$ cat src/rtl/game_flow.sv
// rtl/game_flow.sv - dinosaur game flow: button debounce, IDLE/RUN/OVER FSM, speed-ramped tick, BCD score/hiscore
module game_flow #(
    parameter int DIGITS    = 2,
    parameter int DEBOUNCE  = 4,
    parameter int TICK_INIT = 16,
    parameter int TICK_MIN  = 4,
    parameter int TICK_STEP = 2,
    parameter int LEVEL_PTS = 10
) (
    input  logic                clock,
    input  logic                rst,
    input  logic                jump,
    input  logic                collide,
    output logic                tick,
    output logic                jump_pulse,
    output logic [1:0]          state,
    output logic                running,
    output logic [4*DIGITS-1:0] score,
    output logic [4*DIGITS-1:0] hiscore,
    output logic [3:0]          speed_level
);
    localparam int DW = $clog2(DEBOUNCE + 1);
    localparam int PW = $clog2(TICK_INIT + 1);
    localparam int LW = $clog2(LEVEL_PTS + 1);
    localparam logic [1:0] S_IDLE = 2'b00;
    localparam logic [1:0] S_RUN  = 2'b01;
    localparam logic [1:0] S_OVER = 2'b10;

    logic                jump_meta;
    logic                sync;
    logic                deb;
    logic                press;
    logic [DW-1:0]       deb_cnt;
    logic [1:0]          state_next;
    logic [PW-1:0]       period;
    logic [PW-1:0]       period_dec;
    logic [PW-1:0]       tick_cnt;
    logic [LW-1:0]       level_cnt;
    logic                tick_due;
    logic                start_run;
    logic [4*DIGITS-1:0] score_inc;
    logic                carry;

    // Button is active-low; only the debounced falling edge counts as a press.
    always_ff @(posedge clock or negedge rst) begin
        if (!rst) begin
            jump_meta <= 1'b1;
            sync      <= 1'b1;
            deb       <= 1'b1;
            deb_cnt   <= '0;
            press     <= 1'b0;
        end else begin
            jump_meta <= jump;
            sync      <= jump_meta;
            press     <= 1'b0;
            if (sync == deb) begin
                deb_cnt <= '0;
            end else if (deb_cnt == DW'(DEBOUNCE - 1)) begin
                deb     <= sync;
                deb_cnt <= '0;
                press   <= ~sync;
            end else begin
                deb_cnt <= deb_cnt + 1'b1;
            end
        end
    end

    always_ff @(posedge clock or negedge rst) begin
        if (!rst) state <= S_IDLE;
        else      state <= state_next;
    end

    always_comb begin
        state_next = state;
        case (state)
            S_IDLE:  if (press)   state_next = S_RUN;
            S_RUN:   if (collide) state_next = S_OVER;
            S_OVER:  if (press)   state_next = S_IDLE;
            default: state_next = S_IDLE;
        endcase
    end

    always_comb begin
        running    = (state == S_RUN);
        jump_pulse = press & running;
        tick       = running & tick_due & ~collide;
    end

    assign tick_due   = (tick_cnt == '0);
    assign start_run  = (state == S_IDLE) & press;
    assign period_dec = (int'(period) >= TICK_MIN + TICK_STEP) ? period - PW'(TICK_STEP)
                                                               : PW'(TICK_MIN);

    // BCD increment with ripple carry; a carry out of the top digit means all nines, so hold.
    always_comb begin
        score_inc = score;
        carry     = 1'b1;
        for (int i = 0; i < DIGITS; i++) begin
            if (carry) begin
                if (score[4*i +: 4] == 4'd9) begin
                    score_inc[4*i +: 4] = 4'd0;
                end else begin
                    score_inc[4*i +: 4] = score[4*i +: 4] + 4'd1;
                    carry               = 1'b0;
                end
            end
        end
        if (carry) score_inc = score;
    end

    always_ff @(posedge clock or negedge rst) begin
        if (!rst) begin
            score       <= '0;
            hiscore     <= '0;
            speed_level <= '0;
            period      <= PW'(TICK_INIT);
            tick_cnt    <= '0;
            level_cnt   <= '0;
        end else if (start_run) begin
            score       <= '0;
            speed_level <= '0;
            period      <= PW'(TICK_INIT);
            tick_cnt    <= PW'(TICK_INIT - 1);
            level_cnt   <= '0;
        end else if (running) begin
            tick_cnt <= tick_due ? period - 1'b1 : tick_cnt - 1'b1;
            if (collide) begin
                if (score > hiscore) hiscore <= score;
            end else if (tick_due) begin
                score <= score_inc;
                if (level_cnt == LW'(LEVEL_PTS - 1)) begin
                    level_cnt <= '0;
                    period    <= period_dec;
                    if (speed_level != 4'hF) speed_level <= speed_level + 4'd1;
                end else begin
                    level_cnt <= level_cnt + 1'b1;
                end
            end
        end
    end
endmodule
$ cat config.mk
export PLATFORM = sky130hd
export DESIGN_NAME = game_flow
export DESIGN_NICKNAME = d
export VERILOG_FILES = /design/src/rtl/game_flow.sv
export SDC_FILE = /design/constraint.sdc
export NUM_CORES = 1
export LEC_CHECK = 0
export BUFFER_PORTS_ARGS = -buffer_cell sky130_fd_sc_hd__buf_2
export CORE_MARGIN = 1
export CORE_UTILIZATION = 55
export CTS_BUF_LIST = sky130_fd_sc_hd__clkbuf_16
export CTS_CLUSTER_DIAMETER = 80
export CTS_CLUSTER_SIZE = 28
export DETAILED_ROUTE_END_ITERATION = 16
export PLACE_DENSITY = 0.76
export SYNTH_ARGS = -nofsm -noshare
export SYNTH_HDL_FRONTEND = slang
export SYNTH_SLANG_ARGS = --single-unit
$ cat constraint.sdc
create_clock -name clock -period 2.7 [get_ports clock]
set_input_delay 0.27 -clock clock [delete_from_list [all_inputs] [get_ports clock]]
set_output_delay 0.27 -clock clock [all_outputs]
set_load 0.02 [all_outputs]
==> run metrics, run 1 <==
fin crit share=84.8%; prevailing post-synth register cell=dfrtp_1; asr flop ratio synth=100%; IO buf count=28; Sum Neg Setup Slack=0 ns; worst rel slew slack=38.8%; Tmin final=2.29 ns; routed wire length=4470 um; design area=2670 um^2; first-pass GRT wire length=7400 um; CTS tree=done; crit start category=register; Synth warnings=0; initial detailed-routing violation count=89; Mapped Area=2300 um^2; maximum operating frequency=0.437 GHz; largest net degree at the start of global routing=43; clock skew=0.00540 ns; Max VDD drop=0.619 mV; synthesized flop and latch total=42; CTS root buf=clkbuf_16; dominant cells by area after synthesis=dfrtp_1, ha_1, dfstp_2; Critical Path AT=2.02 ns; Area Overhead vs Synth=15.8%; drt via density=5.63; number of global-route vias before repair=1,656; RSZ-0062 raised after global routing=no; Worst setup EP type=output pin; EDFF count, synth=0; Mapped Cells=229; Setup Crit Path Kind=reg -> out; Yosys cell types=47; Power Density=838 nW/um^2; PnR worst setup slack=0.411 ns; status=finished, final reports clean; # rows=23; gr usage total=22.4%; io pins=29; Net count, final=286; Num CTS Buffers=5; Worst EP required=2.43 ns; critical path fanouts, max=10; DR pass1 iterations=4; Hold Fails Final Rpt=0; area leader, netlist=dfrtp_1; full die area=4450 um^2; Placement Cell Area=2500 um^2; Synth top area share=41.3%; Starting Density=57.5%; endpoints failing setup=0; clock latency on the worst-skew pair=0.28 ns; Post-CTS Setup Repair Bufs=0; vias=1,768; Post-CTS Resized=0; sequential cell area fraction in the yosys report=45.9%; Syn Area/Cell=10.0 um^2; Clock transition at path regs=0.06 ns; Final Max Slew Viols=0; pre-CTS setup slack=0.461 ns; Die Y=66.7 um; Core Region=4000 um^2; GP Congestion=0.836; initial antenna violation count=0; Worst Hold Class=in -> reg; # diodes=0; global route overflow=0; routed len/inst=14.2 um; layout cell share with drive strength beyond 1=22.3%; Final HPWL DP=3130 um; antenna-violating nets left=0; maximum buffer depth of the clock tree=2; P_leak=1.29 nW; commonest cells in the netlist=dfrtp_1, nor2_1, a21oi_1, ha_1, nand2_1; Die Wd=66.7 um; # clock sinks=42; DRC Markers=0; CTS H-tree lvls=2; hold buffer count at CTS=0; most frequent cell after synthesis=dfrtp_1; fill count=334; Mapped Nets=252; worst-margin pin slew=0.919 ns; Max-cap violations=0
## metal layers
layer	up-vias	wire, um	GRT usage [%]	part of all wire, %
li1	884	-	-	-
met1	845	2170	29.3	49
met2	33	2070	35.5	46
met4	0	46	7.71	1.0
met3	6	173	6.16	3.9
met5	-	0	0	0
## power by group
part           internal, mW  total (mW)  switching, mW
Combinational         0.250       0.591          0.341
Clock                 0.433       0.674          0.242
Sequential            0.777       0.967          0.190
## flip-flops by register name (all words and copies together), names as in the netlist, 2 cells and up
register     flops
speed_level      4
deb_cnt          3
period           4
hiscore          8
tick_cnt         5
state            2
score            8
level_cnt        4
## worst paths after layout
check                                              from                    endpoint  slack (ns)  cells past startpoint
worst max-delay path            tick_cnt[2]$_DFFE_PN0P_                        tick        0.41                      4
worst min-delay path                               jump         jump_meta$_DFF_PN1_        0.08                      1
worst max register to register  tick_cnt[2]$_DFFE_PN0P_  speed_level[3]$_DFFE_PN0P_        0.43                      6
worst min register to register      jump_meta$_DFF_PN1_              sync$_DFF_PN1_        0.36                      0
max in group asynchronous                           rst        deb_cnt[2]$_DFF_PN0_        2.01                      1
min in group asynchronous                           rst  speed_level[2]$_DFFE_PN0P_        0.12                      1
## placed cells by master, fill, tap and decap left out, drive strengths merged, types with 5 or more instances in the layout
cell	instances
a21oi	20
buf	32
clkbuf	5
dfrtp	38
ha	19
inv	15
mux2	7
nand2	16
nand3	9
nor2	22
nor2b	5
nor3	9
o21ai	8
## cell type report
cell class                 count  area (um^2)  area share, %
sequential                    42         1060           39.6
timing repair buffer          32          170           6.38
multi-input combinational    167         1150           43.1
tap                           50         62.6           2.35
clock inverter                 3         40.0           1.50
clock buffer                   5          125           4.69
inverter                      15         63.8           2.39
## kinds of logic after synthesis
| group | Yosys count | share of synthesized area [%] |
|---|---|---|
| and+or+nand+nor | 87 | 20.0 |
| AOI/OAI and AO/OA | 44 | 12.1 |
| DFF | 42 | 45.9 |
| buffers and inverters | 20 | 4.24 |
| adders and majority gates | 19 | 10.3 |
| muxes | 11 | 5.17 |
| xor gates and xnor gates | 6 | 2.28 |
## critical path, stage by stage (launching register included)
cell	delay (ns)
dfrtp_1	0.45
or4_1	0.56
or2_1	0.41
inv_8	0.14
buf_2	0.17
## stage by stage
stage | std cells | power (mW) | hold WS (ns) | util [%]
after floorplan | 229 | 1.38 | -0.0256 | -
after global placement | 306 | 1.54 | 0.348 | 62.5
after detailed placement | 306 | 1.56 | 0.350 | 62.5
after CTS | 314 | 2.24 | 0.0827 | 66.6
after global routing | 314 | 2.38 | 0.0837 | 66.6
final | 314 | 2.23 | 0.0844 | 66.6
Power figures use the tool's default switching activity.
==> run 2, diff against run 1 <==
- clock period: 2.7 -> 2.2 ns (I/O delays scaled with it)
==> run metrics, run 2 (synthesis gave the netlist of run 1 again) <==
status=finished, final reports clean; clock skew=0.00296 ns; # clock sinks=42; crit start category=register; Crit. Startpoint=tick_cnt[1]$_DFFE_PN0P_; Finished Layout Cells=332; worst-margin pin slew=0.524 ns; Final Max Slew Viols=0; Net Sw Frac=35.1%; CTS tree=done; routed len/inst=14.6 um; P_leak=1.37 nW; Worst EP required=2.41 ns; Worst setup EP type=register; # rows=23; pre-CTS setup slack=0.109 ns; Util after Layout=69.3%; largest registers=hiscore: 8 flops, score: 8 flops, tick_cnt: 5 flops; GP Congestion=0.828; Area Overhead vs Synth=20.5%; placed cell count=323; maximum buffer depth of the clock tree=2; Critical Path AT=2.31 ns; Max VDD drop=0.704 mV; DR pass1 iterations=4; # diodes=0; Design Power=2.74 mW; design area=2770 um^2; drt via density=5.57; sequential power share=39.7%; Max-cap violations=0; Starting Density=57.5%; commonest non-fill, non-tap cell in the layout=dfrtp_1; CTS H-tree lvls=2; Comb pwr share=35.0%; initial detailed-routing violation count=101; CP endpoint=period[1]$_DFFE_PN0P_; routed wire length=4830 um; Die Y=66.7 um; vias=1,850; fill count=311; Clock transition at path regs=0.06 ns; Power Density=989 nW/um^2; DRC Markers=0; fin crit share=95.5%; maximum operating frequency=0.476 GHz; Core Region=4000 um^2; initial antenna violation count=0; IO buf count=28; Tmin final=2.10 ns; Final HPWL DP=3420 um; antenna-violating nets left=0; io pins=29; hold buffer count at CTS=0; Int Power=1.78 mW; switching power=963 uW; Reg2Reg Depth=6; number of global-route vias before repair=1,791; worst rel slew slack=65.1%; Post-CTS Resized=0; Worst Hold Class=in -> async; most frequent cells in the layout=dfrtp_1, buf_2, nor2_1, buf_4; layout cell share with drive strength beyond 1=26.6%; Num CTS Buffers=5; global route overflow=0; endpoints failing setup=0; full die area=4450 um^2; Sum Neg Setup Slack=0 ns; reg2reg end=period[1]$_DFFE_PN0P_; critical path fanouts, max=8; Die Wd=66.7 um; Hold Fails Final Rpt=0; first-pass GRT wire length=7980 um; Setup Crit Path Kind=reg -> reg; CTS root buf=clkbuf_16; Worst R2R Setup Slack=0.1 ns; clock latency on the worst-skew pair=0.28 ns; largest net degree at the start of global routing=43; Clock Power Share=25.2%; gr usage total=24.6%; Placement Cell Area=2630 um^2; Net count, final=304; Hold Slack=0.00360 ns; Worst R2R Start=tick_cnt[1]$_DFFE_PN0P_; RSZ-0062 raised after global routing=no; PnR worst setup slack=0.0994 ns
## run 2: cell count changes in the layout (fill, tap and decap cells not counted)
cell       previous run  this run
bufinv_16             1         0
clkinv_2              2         1
buf_4                 4        22
clkinv_1              0         1
inv_1                14        15
## run 2: power groups by stage
stage	Clock (mW)	Sequential [mW]	Combinational, mW
floorplan	0	1.19	0.509
global placement	0	1.10	0.933
detailed placement	0	1.10	0.953
CTS	0.706	1.09	0.964
global route	0.745	1.12	1.08
finish	0.692	1.09	0.960
## run 2: repair_timing
action | CTS | global route
endpoints found under the setup margin | 0 | 3
buffers inserted | 0 | 1
hold endpoints to repair | 0 | 0
## run 2: worst min path at each step
stage	depth (start not counted)	startpoint	end	slack, ns
2_1_floorplan	0	rst	deb_cnt[0]$_DFF_PN0_	-0.08
4_1_cts	2	rst	period[1]$_DFFE_PN0P_	0.02
5_1_grt	1	jump	jump_meta$_DFF_PN1_	0.02
6_report	2	rst	tick_cnt[4]$_DFFE_PN0P_	0.004
3_3_place_gp	2	rst	speed_level[2]$_DFFE_PN0P_	0.32
3_5_place_dp	2	rst	period[1]$_DFFE_PN0P_	0.32
## run 2: per-layer routing
layer | global-route usage (%) | vias to the layer above | share of wire [%]
met5 | 0 | - | 0
met4 | 8.78 | 0 | 1.3
met3 | 5.65 | 6 | 2.6
met2 | 41.4 | 28 | 51
met1 | 30.4 | 893 | 45
li1 | - | 923 | -
## run 2: worst max-delay path: stages, from the launching register on
cell     delay, ns
dfrtp_1       0.41
or4b_4        0.56
or2_1         0.32
inv_8         0.11
nand2_1       0.11
or3_1         0.38
a21oi_2       0.14
## run 2: cell type report
class | instances | area [um^2] | share of cell area [%]
clock inverters | 3 | 12.5 | 0.451
clock buffers | 5 | 125 | 4.51
inverters | 15 | 63.8 | 2.30
multi-input cells | 167 | 1150 | 41.4
flip-flops and latches | 42 | 1060 | 38.1
repair buffers | 50 | 305 | 11.0
well taps | 50 | 62.6 | 2.26
